===== src/rtl/count_bcd_display.sv =====
// count_bcd_display
//   Converts an 8-bit binary count to three BCD digits using a sequential
//   shift-add-3 (double-dabble) FSM. It holds the last completed result and
//   drives a 3-digit multiplexed 7-segment display with leading-zero blanking.
//   Only completed conversions reach bcd and the display, so a partially
//   converted value is never shown.
// Parameters
//   SCAN_DIV     clk cycles each digit stays lit (>= 2)
//   COMMON_ANODE 0: seg active-high, an active-low; 1: seg active-low, an active-high
// Ports
//   clk        in   rising-edge clock
//   reset      in   asynchronous, active-low reset
//   in_val     in   8-bit binary value to convert
//   in_valid   in   sample request, honoured only while idle
//   busy       out  high while a conversion is in progress
//   bcd        out  {hundreds,tens,ones} of the last completed conversion
//   bcd_valid  out  one-cycle pulse when bcd updates
//   seg        out  segments {g,f,e,d,c,b,a} of the selected digit
//   an         out  one-hot digit select; an[0]=ones, an[1]=tens, an[2]=hundreds
module count_bcd_display #(
  parameter int SCAN_DIV     = 1000,
  parameter bit COMMON_ANODE = 1'b0
) (
  input  logic        clk,
  input  logic        reset,
  input  logic [7:0]  in_val,
  input  logic        in_valid,
  output logic        busy,
  output logic [11:0] bcd,
  output logic        bcd_valid,
  output logic [6:0]  seg,
  output logic [2:0]  an
);

  localparam int CW = (SCAN_DIV > 2) ? $clog2(SCAN_DIV) : 1;
  localparam logic [CW-1:0] SCAN_LAST = CW'(SCAN_DIV - 1);

  typedef enum logic [1:0] {IDLE, SHIFT, DONE} state_t;

  state_t        state;
  logic [2:0]    iter;
  logic [7:0]    bin;
  logic [11:0]   scratch;
  logic [CW-1:0] scan_cnt;
  logic [1:0]    dig;
  logic [1:0]    dig_nxt;

  // Add 3 to every BCD nibble that is 5 or more, ahead of the shift.
  function automatic logic [11:0] add3(input logic [11:0] s);
    logic [11:0] r;
    for (int i = 0; i < 3; i++) begin
      r[i*4 +: 4] = (s[i*4 +: 4] >= 4'd5) ? s[i*4 +: 4] + 4'd3 : s[i*4 +: 4];
    end
    return r;
  endfunction

  function automatic logic [6:0] seg_decode(input logic [3:0] d);
    case (d)
      4'd0:    return 7'h3F;
      4'd1:    return 7'h06;
      4'd2:    return 7'h5B;
      4'd3:    return 7'h4F;
      4'd4:    return 7'h66;
      4'd5:    return 7'h6D;
      4'd6:    return 7'h7D;
      4'd7:    return 7'h07;
      4'd8:    return 7'h7F;
      4'd9:    return 7'h6F;
      default: return 7'h00;
    endcase
  endfunction

  // Active-high pattern for digit d, with leading zeros blanked.
  function automatic logic [6:0] digit_pattern(input logic [11:0] b, input logic [1:0] d);
    case (d)
      2'd0:    return seg_decode(b[3:0]);
      2'd1:    return (b[11:8] == 4'd0 && b[7:4] == 4'd0) ? 7'h00 : seg_decode(b[7:4]);
      2'd2:    return (b[11:8] == 4'd0) ? 7'h00 : seg_decode(b[11:8]);
      default: return 7'h00;
    endcase
  endfunction

  function automatic logic [6:0] seg_pol(input logic [6:0] s);
    return COMMON_ANODE ? ~s : s;
  endfunction

  function automatic logic [2:0] an_pol(input logic [1:0] d);
    logic [2:0] onehot;
    onehot = 3'b001 << d;
    return COMMON_ANODE ? onehot : ~onehot;
  endfunction

  // Conversion control: IDLE samples, SHIFT runs 8 iterations, DONE publishes.
  always_ff @(posedge clk or negedge reset) begin
    if (!reset) begin
      state     <= IDLE;
      busy      <= 1'b0;
      iter      <= 3'd0;
      bcd       <= 12'h000;
      bcd_valid <= 1'b0;
    end else begin
      bcd_valid <= 1'b0;
      case (state)
        IDLE: begin
          if (in_valid) begin
            state <= SHIFT;
            busy  <= 1'b1;
            iter  <= 3'd0;
          end
        end
        SHIFT: begin
          iter <= iter + 3'd1;
          if (iter == 3'd7) state <= DONE;
        end
        DONE: begin
          bcd       <= scratch;
          bcd_valid <= 1'b1;
          busy      <= 1'b0;
          state     <= IDLE;
        end
        default: begin
          state <= IDLE;
          busy  <= 1'b0;
        end
      endcase
    end
  end

  // Conversion datapath: scratch is cleared on load, so no reset is needed.
  always_ff @(posedge clk) begin
    if (state == IDLE && in_valid) begin
      bin     <= in_val;
      scratch <= 12'h000;
    end else if (state == SHIFT) begin
      {scratch, bin} <= {add3(scratch), bin} << 1;
    end
  end

  always_comb begin
    dig_nxt = dig;
    if (scan_cnt == SCAN_LAST) dig_nxt = (dig == 2'd2) ? 2'd0 : dig + 2'd1;
  end

  // Display scan: seg and an are built from the next digit index so both
  // switch on the same edge the scan wraps.
  always_ff @(posedge clk or negedge reset) begin
    if (!reset) begin
      scan_cnt <= '0;
      dig      <= 2'd0;
      seg      <= seg_pol(7'h3F);
      an       <= an_pol(2'd0);
    end else begin
      scan_cnt <= (scan_cnt == SCAN_LAST) ? '0 : scan_cnt + 1'b1;
      dig      <= dig_nxt;
      seg      <= seg_pol(digit_pattern(bcd, dig_nxt));
      an       <= an_pol(dig_nxt);
    end
  end

endmodule


===== config.mk =====
export PLATFORM = sky130hd
export DESIGN_NAME = count_bcd_display
export DESIGN_NICKNAME = d
export VERILOG_FILES = /design/src/rtl/count_bcd_display.sv
export SDC_FILE = /design/constraint.sdc
export NUM_CORES = 1
export LEC_CHECK = 0
export ABC_AREA = 0
export CAP_MARGIN = 10
export CORE_ASPECT_RATIO = 1.2
export CORE_UTILIZATION = 40
export CTS_BUF_LIST = sky130_fd_sc_hd__clkbuf_8 sky130_fd_sc_hd__clkbuf_16
export DETAILED_ROUTE_END_ITERATION = 7
export PLACE_DENSITY = 0.69
export SLEW_MARGIN = 40
export SYNTH_ARGS = -nofsm -noshare
export SYNTH_HDL_FRONTEND = slang
export SYNTH_SLANG_ARGS = --single-unit
export TNS_END_PERCENT = 5

===== constraint.sdc =====
create_clock -name clk -period 1.9 [get_ports clk]
set_clock_uncertainty 0.2 [all_clocks]
set_input_delay 0.57 -clock clk [delete_from_list [all_inputs] [get_ports clk]]
set_output_delay 0.57 -clock clk [all_outputs]
set_load 0.005 [all_outputs]

==> impl_metrics.ini <==
[critical_path]
end_kind = register
critPathLaunchType = register
crit_required_ns = 1.96
slowest_stage = dfrtp_1
path_buf_inv = 0
crit_family = compound AO/OA/AOI/OAI gates
cp_cell_sequence = ha_2, mux2_4, o22a_1, o41a_1, o31a_1, o22ai_2
reg2reg_slack_ns = -0.06
cp_max_fo = 4
critPathMaxStageDelay_ns = 0.41
worst-endpoint-arrival_ns = 2.02
path_class = reg -> reg

[clock_tree]
clock_latency_ns = 0.34
cts_tree = built
clk_pin_slew_ns = 0.07
numCtsBuffers = 9
clk_path_buf_depth = 2
clock-root-buffer = clkbuf_8
cts.htree.levels = 3
clock-sinks = 61

[routing]
totalWireLength_um = 7260
drcViolationCount = 0
dr.first_iter.drc_count = 99
drt_first_pass_iters = 4
vias = 2790
wl_per_cell_um = 13.1
avgViaCountPerCell = 5.05
postRouteAntennaNets = 0

[flow_run]
maxCapViolations = 0

[sta]
layout_setup_ws_ns = -0.0646
worst_pin_slew_ns = 0.547
grt_setup_unrepaired = yes
slew_viol_final = 0
min_period_ns = 1.96
hold_ws_ns = 0.250
hold_viol_final = 0
max_freq_mhz = 509
setup_violations = 6
timing.final.crit_share = 1.03
relSlewSlack = 0.636

[min_path]
hold_class = reg -> reg

[power_and_ir_drop]
p_comb_frac = 0.445
p_int_w = 0.00385
p_leak_nw = 2.04
power_per_cell_area_mw_per_mm2 = 1350
power.switching_w = 0.00222
ir_drop_mv = 0.759
clkPwrFrac = 0.216
swShare = 0.366
seq_power_share = 0.339

[finish]
drive_gt1_frac = 0.258
final_area_mm2 = 0.00450
final_common_cell = nand2_1
final_cell_mix = nand2_1, buf_4, dfrtp_1
fin_nets = 470
area_growth_pct = 31.0
n_antenna_cell = 0

[yosys]
ys_types = 56
ys.flop_type = dfrtp_1
ys_ff_latch = 61
async_reset_ff_frac = 0.672
yosys_warnings = 0
syn_nets = 396
avgSynthCellArea_um2 = 9.57
synth_area_mm2 = 0.00344
synth_edf_count = 8
ys_seq_area_frac = 0.441
syn_inst = 359

[global_routing]
grtUsageTotal = 0.175
grt_pass1_wl_um = 12300
grt_pass1_vias = 2733
antenna_found_initial = 0
grt_max_degree = 28
grt-ovfl-total = 0

[status]
violations = setup timing
status = complete, but fails checks

[floorplan]
die_area_mm2 = 0.00897
rows = 36
die_x_um = 86.6
io_pins = 35
initial_core_util = 0.417
core_area_mm2 = 0.00824
die_h_um = 104

[placed_design]
portBuffers = 34
hpwlAfterDp_um = 5330
globalplace.congestion = 0.901
placedInstanceArea_mm2 = 0.00418
pre_cts_ws_ns = -0.0914
Yosys cell counts, types with 3 or more instances:
library cell,n,area share
a211oi_1,5,0.011
a21oi_1,15,0.022
and3_1,4,0.0073
buf_2,3,0.0044
clkbuf_1,11,0.012
dfrtp_1,33,0.24
dfstp_2,8,0.061
dfxtp_1,12,0.070
edfxtp_1,8,0.070
ha_1,26,0.095
inv_1,22,0.024
mux2_2,6,0.020
nand2_1,50,0.055
nand2b_1,13,0.024
nand3_1,11,0.016
nor2_1,23,0.025
nor2b_1,7,0.013
nor3_1,3,0.0044
nor3b_1,3,0.0066
o21ai_0,33,0.048
o22ai_1,6,0.011
xnor2_1,7,0.018
xor2_1,6,0.015
worst paths after layout:
| kind | startpoint | end | cells past startpoint |
|---|---|---|---|
| setup / recovery | bcd[0] | seg[3] | 6 |
| setup reg to reg | bcd[0] | seg[3] | 6 |
| max in group asynchronous | reset | bcd[1] | 3 |
| hold reg to reg | bin[7] | scratch[0] | 2 |
| hold / removal | bin[7] | scratch[0] | 2 |
| min in group asynchronous | reset | dig[1] | 2 |
stage by stage:
step                TNS, ns  utilization  cells  total power [W]
floorplan            -0.376            -    359          0.00365
global placement     -0.422        0.508    533          0.00464
detailed placement   -0.633        0.508    533          0.00472
CTS                  -0.261        0.538    550          0.00603
global route         -0.654        0.546    552          0.00655
finish               -0.158        0.546    552          0.00608
flip-flops by register name, summed over array words and instances (netlist names):
signal,cells
scan_cnt,10
busy,1
bcd,12
an,3
dig,2
bin,8
state,2
seg,7
iter,3
bcd_valid,1
scratch,12
power by group through the flow:
stage	clock network (W)	logic, W	registers (W)
floorplan	0	0.00158	0.00207
global placement	0	0.00257	0.00207
detailed placement	0	0.00263	0.00209
CTS	0.00134	0.00263	0.00206
global route	0.00140	0.00304	0.00211
finish	0.00131	0.00271	0.00206
kinds of logic after synthesis:
family | after synthesis | share of synthesized area
buf+inv | 39 | 0.0481
flops | 61 | 0.441
fa+ha+maj | 26 | 0.0947
simple gates | 126 | 0.192
mux | 9 | 0.0299
compound gates | 85 | 0.161
xor+xnor | 13 | 0.0331
worst register-to-register path, cell delays in order, from the launching register on:
cell     delay, ns
dfrtp_1       0.41
ha_2          0.19
mux2_4        0.27
o22a_1        0.21
o41a_1        0.32
o31a_1        0.13
o22ai_2       0.16
repair_timing:
| item | CTS | global route |
|---|---|---|
| pin swaps | 1 | 6 |
| gates resized for setup | 39 | 24 |
| hold buffers | 1 | 0 |
| endpoints found under the hold margin | 6 | 0 |
| setup endpoints to repair | 31 | 9 |
| buffers inserted | 0 | 2 |
routing by layer:
| layer | vias up | part of all wire | track usage |
|---|---|---|---|
| met5 | - | 0 | 0 |
| met1 | 1331 | 0.43 | 0.201 |
| met4 | 0 | 0.019 | 0.0810 |
| met2 | 62 | 0.52 | 0.300 |
| li1 | 1386 | - | - |
| met3 | 11 | 0.033 | 0.0470 |
area by class of cell:
type | instances | area (um2)
Inverter | 22 | 82.6
Tap cell | 114 | 143
Sequential cell | 61 | 1520
Multi-Input combinational cell | 259 | 1850
Fill cell | 742 | 3740
Timing Repair Buffer | 80 | 684
Clock inverter | 6 | 86.3
Clock buffer | 10 | 138
(Power assumes the default switching activity.)
